$ cat config.mk
export PLATFORM = sky130hd
export DESIGN_NAME = mon_tx_arbiter
export DESIGN_NICKNAME = d
export VERILOG_FILES = /design/src/rtl/mon_tx_arbiter.sv
export SDC_FILE = /design/constraint.sdc
export NUM_CORES = 1
export LEC_CHECK = 0
export ABC_AREA = 1
export ABC_CLOCK_PERIOD_IN_PS = 2600
export CELL_PAD_IN_SITES_DETAIL_PLACEMENT = 0
export CELL_PAD_IN_SITES_GLOBAL_PLACEMENT = 2
export CORE_MARGIN = 3
export CORE_UTILIZATION = 21
export DETAILED_ROUTE_END_ITERATION = 7
export PLACE_DENSITY_LB_ADDON = 0.15
export SYNTH_ARGS = -nofsm -noshare
export SYNTH_HDL_FRONTEND = slang
export SYNTH_SLANG_ARGS = --single-unit
$ cat constraint.sdc
create_clock -name mon_clk -period 2.6 [get_ports mon_clk]
set_input_delay 0.52 -clock mon_clk [delete_from_list [all_inputs] [get_ports mon_clk]]
set_output_delay 0.52 -clock mon_clk [all_outputs]
set_load 0.02 [all_outputs]
$ cat src/rtl/mon_tx_arbiter.sv
// mon_tx_arbiter: schedules 40-bit packets from four requesters to the
// monitor-link Sender, in the mon_clk domain.
//  - req[0] (power-on) has absolute priority; req[1..3] (kbd, mouse, mic)
//    share round-robin, starting at rr_ptr.
//  - With sample_req_mode=1 a launch waits for a sample_req_tick slot.
//  - A presented packet waits at most TIMEOUT cycles for out_retrieved, then
//    it is dropped. Either way the owner gets a one-cycle ack.
//  - GAP_CYCLES idle cycles separate two launches.
// Ports:
//  mon_clk, mon_reset        clock, synchronous active-high reset
//  req[3:0], req_data0..3    pending levels and their packet words
//  ack[3:0]                  packet consumed or dropped
//  sample_req_mode/_tick     audio slot alignment controls
//  out_data, out_valid       packet presented to the Sender
//  out_retrieved             Sender took out_data
//  drop                      timeout pulse
//  busy                      FSM not in IDLE
//  drop_count[7:0]           saturating drop counter (MON_TX_DROP_COUNT_EN only)
// Build option: define MON_TX_DROP_COUNT_EN to add the drop_count port.
module mon_tx_arbiter #(
  parameter int unsigned GAP_CYCLES = 4,
  parameter int unsigned TIMEOUT    = 4096,
  parameter int unsigned TW         = 13
) (
  input  logic        mon_clk,
  input  logic        mon_reset,
  input  logic [3:0]  req,
  input  logic [39:0] req_data0,
  input  logic [39:0] req_data1,
  input  logic [39:0] req_data2,
  input  logic [39:0] req_data3,
  output logic [3:0]  ack,
  input  logic        sample_req_mode,
  input  logic        sample_req_tick,
  output logic [39:0] out_data,
  output logic        out_valid,
  input  logic        out_retrieved,
  output logic        drop,
  output logic        busy
`ifdef MON_TX_DROP_COUNT_EN
  ,
  output logic [7:0]  drop_count
`endif
);

  localparam int unsigned GW       = (GAP_CYCLES > 1) ? $clog2(GAP_CYCLES) : 1;
  localparam int unsigned GAP_LAST = (GAP_CYCLES > 0) ? GAP_CYCLES - 1 : 0;

  typedef enum logic [1:0] {
    IDLE      = 2'd0,
    WAIT_SLOT = 2'd1,
    PRESENT   = 2'd2,
    GAP       = 2'd3
  } state_e;

  state_e        state_q, state_d;
  logic [1:0]    rr_ptr_q, rr_ptr_d;
  logic [1:0]    grant_q, grant_d;
  logic [39:0]   out_data_q, out_data_d;
  logic          out_valid_q, out_valid_d;
  logic          drop_q, drop_d;
  logic [TW-1:0] tmo_q, tmo_d;
  logic [GW-1:0] gap_q, gap_d;

  logic [1:0]    rr_c1, rr_c2, rr_after;
  logic [1:0]    win_idx;
  logic          win_found;
  logic [39:0]   win_data;

  // Round-robin successor over 1..3.
  function automatic logic [1:0] rr_next(input logic [1:0] p);
    return (p == 2'd3) ? 2'd1 : p + 2'd1;
  endfunction

  assign rr_c1    = rr_next(rr_ptr_q);
  assign rr_c2    = rr_next(rr_c1);
  // Pointer after the current grant completes; power-on grants leave it alone.
  assign rr_after = (grant_q == 2'd0) ? rr_ptr_q : rr_next(grant_q);

  // Winner selection: power-on first, then rr_ptr, rr_ptr+1, rr_ptr+2.
  always_comb begin
    win_idx   = 2'd0;
    win_found = 1'b1;
    if (req[0])             win_idx = 2'd0;
    else if (req[rr_ptr_q]) win_idx = rr_ptr_q;
    else if (req[rr_c1])    win_idx = rr_c1;
    else if (req[rr_c2])    win_idx = rr_c2;
    else                    win_found = 1'b0;
  end

  // Packet word of the winner.
  always_comb begin
    win_data = req_data0;
    unique case (win_idx)
      2'd1:    win_data = req_data1;
      2'd2:    win_data = req_data2;
      2'd3:    win_data = req_data3;
      default: win_data = req_data0;
    endcase
  end

  // Next-state logic.
  always_comb begin
    state_d     = state_q;
    rr_ptr_d    = rr_ptr_q;
    grant_d     = grant_q;
    out_data_d  = out_data_q;
    out_valid_d = out_valid_q;
    drop_d      = 1'b0;
    tmo_d       = tmo_q;
    gap_d       = gap_q;
    case (state_q)
      IDLE: begin
        if (win_found) begin
          grant_d    = win_idx;
          out_data_d = win_data;
          state_d    = WAIT_SLOT;
        end
      end
      WAIT_SLOT: begin
        if (!sample_req_mode || sample_req_tick) begin
          out_valid_d = 1'b1;
          tmo_d       = '0;
          state_d     = PRESENT;
        end
      end
      PRESENT: begin
        // Retrieve takes precedence over a timeout in the same cycle.
        if (out_retrieved || (tmo_q == TW'(TIMEOUT - 1))) begin
          drop_d      = !out_retrieved;
          out_valid_d = 1'b0;
          rr_ptr_d    = rr_after;
          tmo_d       = '0;
          gap_d       = '0;
          state_d     = (GAP_CYCLES == 0) ? IDLE : GAP;
        end else begin
          tmo_d = tmo_q + TW'(1);
        end
      end
      GAP: begin
        if (gap_q == GW'(GAP_LAST)) state_d = IDLE;
        else                        gap_d   = gap_q + GW'(1);
      end
      default: state_d = IDLE;
    endcase
  end

  // State registers.
  always_ff @(posedge mon_clk) begin
    if (mon_reset) begin
      state_q     <= IDLE;
      rr_ptr_q    <= 2'd1;
      grant_q     <= 2'd0;
      out_data_q  <= '0;
      out_valid_q <= 1'b0;
      drop_q      <= 1'b0;
      tmo_q       <= '0;
      gap_q       <= '0;
    end else begin
      state_q     <= state_d;
      rr_ptr_q    <= rr_ptr_d;
      grant_q     <= grant_d;
      out_data_q  <= out_data_d;
      out_valid_q <= out_valid_d;
      drop_q      <= drop_d;
      tmo_q       <= tmo_d;
      gap_q       <= gap_d;
    end
  end

  // Retrieve ack is same-cycle so the requester is released with the
  // handshake; the timeout ack travels with the registered drop pulse.
  // grant_q still names the owner while drop_q is high.
  always_comb begin
    ack = 4'b0000;
    if (drop_q)
      ack[grant_q] = 1'b1;
    else if ((state_q == PRESENT) && out_retrieved && !mon_reset)
      ack[grant_q] = 1'b1;
  end

  assign out_data  = out_data_q;
  assign out_valid = out_valid_q;
  assign drop      = drop_q;
  assign busy      = (state_q != IDLE);

`ifdef MON_TX_DROP_COUNT_EN
  logic [7:0] drop_cnt_q;

  // Counts with the drop pulse so the new value shows alongside it.
  always_ff @(posedge mon_clk) begin
    if (mon_reset)                         drop_cnt_q <= 8'h00;
    else if (drop_d && drop_cnt_q != 8'hFF) drop_cnt_q <= drop_cnt_q + 8'h01;
  end

  assign drop_count = drop_cnt_q;
`endif

endmodule

[After elaboration in Yosys (flattened, before gate mapping)]
Index checks and enable logic that the tools add are counted.
Word-level totals
  bits in registers: 63
  memory bits (read-only): 0
  word-level logic and storage cells: 93
  memories kept: 0
  bits in writable memories: 0
  input bits: 169
  latch bits: 0
Cells by class
  magnitude comparators: 5
  muxes and demuxes: 36
  equal/unequal tests: 16
  shifts and indexed selects: 0
  multiply operators: 0
  $add $sub $neg: 5
  reductions and logical operators: 20
  bitwise logic cells: 3
  div/mod/pow operators: 0
Operators with widths (count)
  $pmux W40 S3: 1
  $mux W13: 2
  $mux W2: 13
  $pmux W13 S2: 1
  $eq A2 B2 Y1 const B: 8
  $add A13 B1 Y13 const B: 1
  $eq A13 B12 Y1 const B: 1
  $lt A2 B3 Y1 const B: 4
  $mux W1: 10
  $ne A2 B2 Y1 const B: 5
  $reduce_and A3 Y1: 3
  $add A2 B1 Y2 const B: 4
  $mux W4: 2
  $pmux W2 S4: 1
  $bmux W1 S2: 3
  $reduce_bool A2 Y1: 3
  $eq A2 B1 Y1 const B: 2
  $logic_not A2 Y1: 2
  $pmux W2 S2: 1
  $reduce_and A2 Y1: 2
  $reduce_and A4 Y1: 1
  $logic_and A1 B1 Y1: 3
  $logic_not A1 Y1: 3
  $not A1 Y1: 3
  other kinds (5): 6

[Longest topological paths before layout]
Gate-level depths: netlist of run 1.
  depth after elaboration: 12
  mapped depth: 17
  gate-level depth less buffers: 15

[Worst setup path after synthesis of run 1]
Ideal clock, no wire load.
  kind: register to register
  from: reg rr_ptr_q[0]
  to: reg out_data_q[25], in the netlist out_data[25]
  stages on the path, launching flop included: 17
  buffers on the path: 2
  data arrival time: 1880 ps
  library setup time: 132 ps
  path slack: 588 ps
  clock period less this slack: 2012 ps
  required time: 2468 ps
  cells stage by stage: dfxtp_1 > inv_2 > ha_1 > inv_2 > nand2_1 > nand3_1 > nand2_1 > nand2_1 > nand2_1 > nand2_2 > buf_6 > buf_4 > nand3b_1 > nand2_1 > clkinv_1 > nand2_1 > a21oi_1
On the way
  longest elaborated chain between the ends: 12
  elaborated cells on any way between the ends: 25
Ends and longest elaborated chain
  start: declaration: RTL line 57  | logic [1:0] rr_ptr_q, rr_ptr_d;
  start signal: assignment: RTL line 161  | rr_ptr_q <= rr_ptr_d;
  $add A2 B1 Y2 or $eq A2 B2 Y1 (tied branches): RTL line 72  | return (p == 2'd3) ? 2'd1 : p + 2'd1;
  $mux W2: RTL line 72
  $add A2 B1 Y2 or $eq A2 B2 Y1 (tied branches): RTL line 72
  $mux W2: RTL line 72
  $bmux W1 S2: RTL line 87  | else if (req[rr_c2]) win_idx = rr_c2;
  $mux W1 (implied by the code): RTL line 87
  $mux W2: RTL line 87
  $mux W2: RTL line 86  | else if (req[rr_c1]) win_idx = rr_c1;
  $mux W2: RTL line 85  | else if (req[rr_ptr_q]) win_idx = rr_ptr_q;
  $mux W2: RTL line 84  | if (req[0]) win_idx = 2'd0;
  $eq A2 B2 Y1 or $eq A2 B1 Y1 (tied branches): RTL line 94  | unique case (win_idx)
  $pmux W40 S3: RTL line 94
  end signal: assignment: RTL line 163  | out_data_q <= out_data_d;
  end: declaration: RTL line 59  | logic [39:0] out_data_q, out_data_d;
Parallel ways exist; a longest one is shown, timed or not. The select of a mux whose other input is x is not followed.
A chain may end at the register's enable or synchronous reset.

[Worst setup path in the final report of run 1]
  from: in out_retrieved
  to: out ack[3]
On the way
  longest elaborated chain between the ends: 4
Ends and longest elaborated chain
  start: declaration: RTL line 37  | input logic out_retrieved,
  $logic_and A1 B1 Y1 (2 in a row): RTL line 178  | else if ((state_q == PRESENT) && out_retrieved && !mon_reset)
  $mux W4: RTL line 178
  $mux W4: RTL line 176  | if (drop_q)
  end: declaration: RTL line 32  | output logic [3:0] ack,
No other way between the ends.

==> results.cfg, run 1 <==
[outcome]
status = finished, final reports clean

[cells_and_area]
regArea_mm2 = 0.00126
fin_nets = 1079
multiInputGateArea_mm2 = 0.00270
post-route-util_pct = 34.8
design_area_mm2 = 0.00733
fillers = 2278
area_delta_synth_final_pct = 62.2
drive_above_1_share_pct = 7.32
fin_cells = 1178

[cts]
ctsLongestPathBuffers = 2
cts_tree = built
cts.sinks = 63
cts_buffers = 9
clk-insertion-delay-late_ns = 0.34
htreeDepth = 3
path_clk_slew_ns = 0.06
cts-root-buf = clkbuf_16

[synth]
synth_compound_area_share_pct = 13.8
yosysSeqAreaShare_pct = 27.9
muxShareOfSynthArea_pct = 0
synth_cell_types = 37
netlist_instances = 689
yosys.area_share.simple_pct = 40.5
ys_async_sr_fraction_pct = 0
synth_ff_type = dfxtp_1
synth_top_family_by_area = simple AND/OR/NAND/NOR gates
syn-num-nets = 871
synth-edff-count = 0
yosys-top-cells-area = dfxtp_1, nand2_1, nand3_1, nand4_1, nand3b_1
ys_ff_latch = 63
post-synth-top-area-cell = dfxtp_1
yosysWarnings = 0
syn_area_mm2 = 0.00452
synthAdderAreaFrac_pct = 3.60
synth-xor-area-share_pct = 1.36
syn_area_per_cell_um2 = 6.56
synth_top_cell_area_share_pct = 27.9

[setup_path]
cp-start-kind = input pin
crit_required_ns = 2.08
criticalPathCategory = input pin to output port
cp.arrival_ns = 1.94
crit_fanout = 4
worstSetupEndpointType = output port

[route]
via_per_inst = 4.50
drtAntennaViolNets = 0
num_vias = 5303
met1Wirelength_mm = 8.35
dr.pass1.iters = 4
totalWireLength_mm = 18.7
drc_errors = 0
met3_length_um = 985
route.met2.wl_mm = 9.05
drtIter0Drc = 262
route.top_layer_used = met4
wl_per_cell_um = 15.9

[die]
num_rows = 53
ios = 216
die_h_um = 153
start_util_pct = 21.4
die_area_mm2 = 0.0233
core_mm2 = 0.0211
die_x_um = 153

[grt]
grt_usage_pct = 15.9
grt_pass1_vias = 5437
overflow = 0
grt_max_degree = 55
grt_pass1_wl_mm = 29.5
antenna_found_initial = 1

[timing]
setup_viol = 0
timing.final.crit_period_ns = 2.46
timing.fmax_mhz = 406
post-route-period-util_pct = 94.8
fin_skew_ns = 0.0100
rsz0062_at_grt = false
maxSlewViolCount = 0
max_slew_margin_pct = 60.9
worst-slew-pin-transition_ns = 0.586
hold_viol = 0

[power]
vdd_ir_drop_max_mv = 0.286
p_leak_uw = 0.00292
p_per_area_mw_per_mm2 = 801

[place]
postPlaceCellArea_mm2 = 0.00703
hpwl_mm = 14.2
port_buffers = 215
globalplace.congestion = 0.760
dpl.cell_count = 1161

[worst_hold_path]
hp-class = register to register

[run]
cap_violations = 0
sequential cells by signal (all words and copies together) (netlist names):
name,count
grant_q,2
state_q,2
gap_q,2
out_data,40
out_valid,1
rr_ptr_q,2
tmo_q,13
drop,1
Yosys cell counts (all sizes together), types with 2 or more instances:
cell and count:
nor3b 2, nand2 184, o21ai 34, clkbuf 14, nand3 74, ha 13
xnor2 3, clkinv 11, buf 34, a21oi 53, o21bai 18, nor2 24
inv 61, xor2 4, or2 5, nand4 44, dfxtp 63, nand3b 36
nor3 5
logic make-up after synthesis:
kind of cell | after synthesis
fa+ha+maj | 13
compound gates | 111
simple gates | 375
buf+inv | 120
xor+xnor | 7
flops | 63
per-stage QoR:
stage	total power [uW]	setup TNS, ns	hold slack [ns]	setup slack [ns]
3_5_place_dp	4790	-0.00207	0.443	-0.00207
3_3_place_gp	4770	0	0.435	0.0139
6_report	5870	0	0.451	0.136
5_1_grt	6410	0	0.490	0.0401
2_1_floorplan	3400	0	0.424	0.588
4_1_cts	6000	0	0.451	0.0402
worst paths after layout:
kind | cells past startpoint | from | slack, ns | to
worst max-delay path | 4 | out_retrieved | 0.14 | ack[3]
worst min-delay path | 2 | tmo_q[12] | 0.45 | tmo_q[12]
worst max register to register | 14 | rr_ptr_q[0] | 0.34 | out_data[19]
worst min register to register | 2 | tmo_q[12] | 0.45 | tmo_q[12]
cells in the final DEF (no fill, tap or decap), drive strengths merged, types with 10 or more instances in the layout:
master         netlist  layout
a21oi               53      53
buf                 34      31
clkbuf              14      10
clkdlybuf4s50        0     214
clkinv              11      15
dfxtp               63      63
ha                  13      13
inv                 61      61
nand2              184     184
nand3               74      74
nand3b              36      36
nand4               44      44
nor2                24      24
o21ai               34      34
o21bai              18      18
repair_timing:
item,CTS,global route
endpoints found under the setup margin,0,4
hold buffers,0,0
buffers inserted,0,0
resized for setup,0,2
power by group:
group          internal [uW]  switching [uW]  total, uW
registers               1240             167       1410
logic                   1440            1870       3310
clock network            674             485       1160
critical path: stages:
cell and delay (ns):
clkdlybuf4s50_1 0.57, a31oi_4 0.12, nor2_1 0.12, clkdlybuf4s50_1 0.61
layout make-up:
class | count | share of cell area, %
Multi-Input combinational cell | 506 | 36.8
Timing Repair Buffer | 245 | 33.7
Sequential cell | 63 | 17.2
Tap cell | 275 | 4.69
Inverter | 72 | 3.69
Clock buffer | 10 | 3.26
Clock inverter | 6 | 0.631
Antenna cell | 1 | 0.0341
metal layers:
metal  vias to the layer above  global-route usage [%]
met5                         -                       0
met2                       130                    27.1
met1                      2440                    19.8
met4                         0                    4.45
li1                       2714                       -
met3                        19                    4.15
Note: power is estimated with default switching activity, not from simulation.
==> run 2: changes to the inputs <==
CAP_MARGIN = 20   (was unset)
==> results of run 2 <==
No change in the layout: final DEF, timing and power equal those of run 1.
==> run 3: changes to the inputs <==
ABC_CLOCK_PERIOD_IN_PS = 2700   (was 2600)
SLEW_MARGIN = 25   (was unset)
clock period = 2.7 ns   (was 2.6 ns; I/O delays follow)
==> run 3 against run 2 <==
Sequential share of layout area up 0.091 points. Via count decreased by 1.4%. Global-route usage is 0.34 points lower. Critical endpoint is now ack[2]. Largest power group unchanged.
==> results.cfg, run 3 (synthesized netlist as in run 1, its figures left out) <==
[timing]
timing.fmax_mhz = 388
max_slew_margin_pct = 61.7
worst-slew-pin-transition_ns = 0.575
maxSlewViolCount = 0
timing.final.crit_period_ns = 2.58
hold_viol = 0
post-route-period-util_pct = 95.5
setup_viol = 0
fin_skew_ns = 0.0122
tns_ns = 0
rsz0062_at_grt = false

[setup_path]
cp-start-kind = register
crit_required_ns = 2.16
rrSetupSlack_ns = 0.24
worstReg2RegEnd = out_data[26]
reg2regPathDepth = 15
crit_fanout = 4
cp_slowest_stage_delay_ns = 0.55
crit_buf_inv = 2
setup.worst_path.start = state_q[0]
critPathSlowestCell = clkdlybuf4s50_1
worstSetupEndpoint = ack[2]
crit_family = buffers and inverters
crit_cells = 5
worstSetupEndpointType = output port
cp_cell_sequence = inv_1, ha_1, a31oi_1, nor2_1, clkdlybuf4s50_1
cp.arrival_ns = 2.04
r2r-start = rr_ptr_q[0]
criticalPathCategory = register to output port

[route]
route.met2.wl_mm = 8.94
met3_length_mm = 1.07
drc_errors = 0
drtAntennaViolNets = 0
num_vias = 5231
drtIter0Drc = 208
wl_per_cell_um = 15.9
met1Wirelength_mm = 8.52
route.top_layer_used = met4
dr.pass1.iters = 4
totalWireLength_mm = 18.6
via_per_inst = 4.47

[power]
vdd_ir_drop_max_mv = 0.341
combPwrFrac_pct = 55.7
seqPwrFrac_pct = 23.7
clkPwrFrac_pct = 20.5
swShare_pct = 42.4
p_leak_uw = 0.00291
power.internal_uw = 3310
p_per_area_mw_per_mm2 = 789
switchingPower_uw = 2440

[cts]
holdBufCountCts = 0
cts_resized = 0
ctsLongestPathBuffers = 2
cts_tree = built
path_clk_slew_ns = 0.06
clk-insertion-delay-late_ns = 0.34
cts_buffers = 9
cts.sinks = 63
cts-root-buf = clkbuf_16
postCtsSetupRepairBufs = 0
htreeDepth = 3

[grt]
antenna_found_initial = 0
grt_max_degree = 46
overflow = 0
grt_pass1_vias = 5263
grt_pass1_wl_mm = 28.9
grt_usage_pct = 15.5

[place]
port_buffers = 215
hpwl_mm = 14.4
globalplace.congestion = 0.803
postPlaceCellArea_mm2 = 0.00699

[cells_and_area]
fillers = 2257
fin_nets = 1071
mostFrequentLayoutCell = clkdlybuf4s50_1
antennaDiodeCount = 0
drive_above_1_share_pct = 6.38
final_cell_mix = clkdlybuf4s50_1, nand2_1, nand3_1, dfxtp_1, inv_1
design_area_mm2 = 0.00729
area_delta_synth_final_pct = 61.3
largest_reg_flops = 40

[worst_hold_path]
hp-class = register to register

[die]
die_h_um = 153
num_rows = 53
die_area_mm2 = 0.0233
ios = 216
start_util_pct = 21.4
core_mm2 = 0.0211
die_x_um = 153

[outcome]
status = finished, final reports clean

[run]
cap_violations = 0
-- run 3: cell type report --
type	count	area [um2]	share of cell area (%)
inverters	72	270	3.71
clock inverters	7	73.8	1.01
flip-flops and latches	63	1260	17.3
well taps	275	344	4.72
multi-input cells	506	2680	36.8
repair buffers	237	2440	33.4
clock buffers	9	225	3.09
-- run 3: layer usage --
| metal | global-route usage [%] | up-vias |
|---|---|---|
| met5 | 0 | - |
| met4 | 2.72 | 0 |
| met3 | 4.83 | 7 |
| met2 | 26.3 | 143 |
| met1 | 19.8 | 2384 |
| li1 | - | 2697 |
-- run 3: metrics by stage --
stage	utilization [%]	hold slack, ns	cells	worst slack (ns)	power, uW
final	34.6	0.453	1169	0.121	5750
after global routing	34.6	0.485	1169	0.0188	6240
after CTS	34.6	0.455	1169	0.0844	5870
after detailed placement	33.2	0.445	1153	0.110	4640
after global placement	33.2	0.435	1153	0.150	4610
after floorplan	-	0.424	689	0.688	3270
-- run 3: worst min-delay path by stage --
stage / startpoint / end / slack [ns] / depth (start not counted)
floorplan: tmo_q[12] / tmo_q[12] / 0.42 / 2
global placement: tmo_q[12] / tmo_q[12] / 0.44 / 2
detailed placement: tmo_q[12] / tmo_q[12] / 0.45 / 2
CTS: tmo_q[12] / tmo_q[12] / 0.46 / 2
global route: tmo_q[12] / tmo_q[12] / 0.49 / 2
finish: tmo_q[12] / tmo_q[12] / 0.45 / 2
-- run 3: worst register-to-register path, cell delays in order (launching register included) --
cell and delay, ns:
dfxtp_1 0.44, inv_2 0.08, ha_1 0.39, inv_2 0.12, nand2_1 0.05, nand3_1 0.06
nand2_1 0.05, nand2_1 0.13, nand2_1 0.09, nand2_2 0.28, buf_4 0.30, nand3b_1 0.10
nand2_1 0.07, clkinv_1 0.06, nand2_1 0.06, a21oi_1 0.05
-- run 3: power by group through the flow --
stage                     clock (uW)  sequential (uW)  combinational (uW)
after floorplan                    0             1610                1660
after global placement             0             1380                3230
after detailed placement           0             1380                3250
after CTS                       1230             1370                3270
after global routing            1270             1400                3580
final                           1180             1370                3210
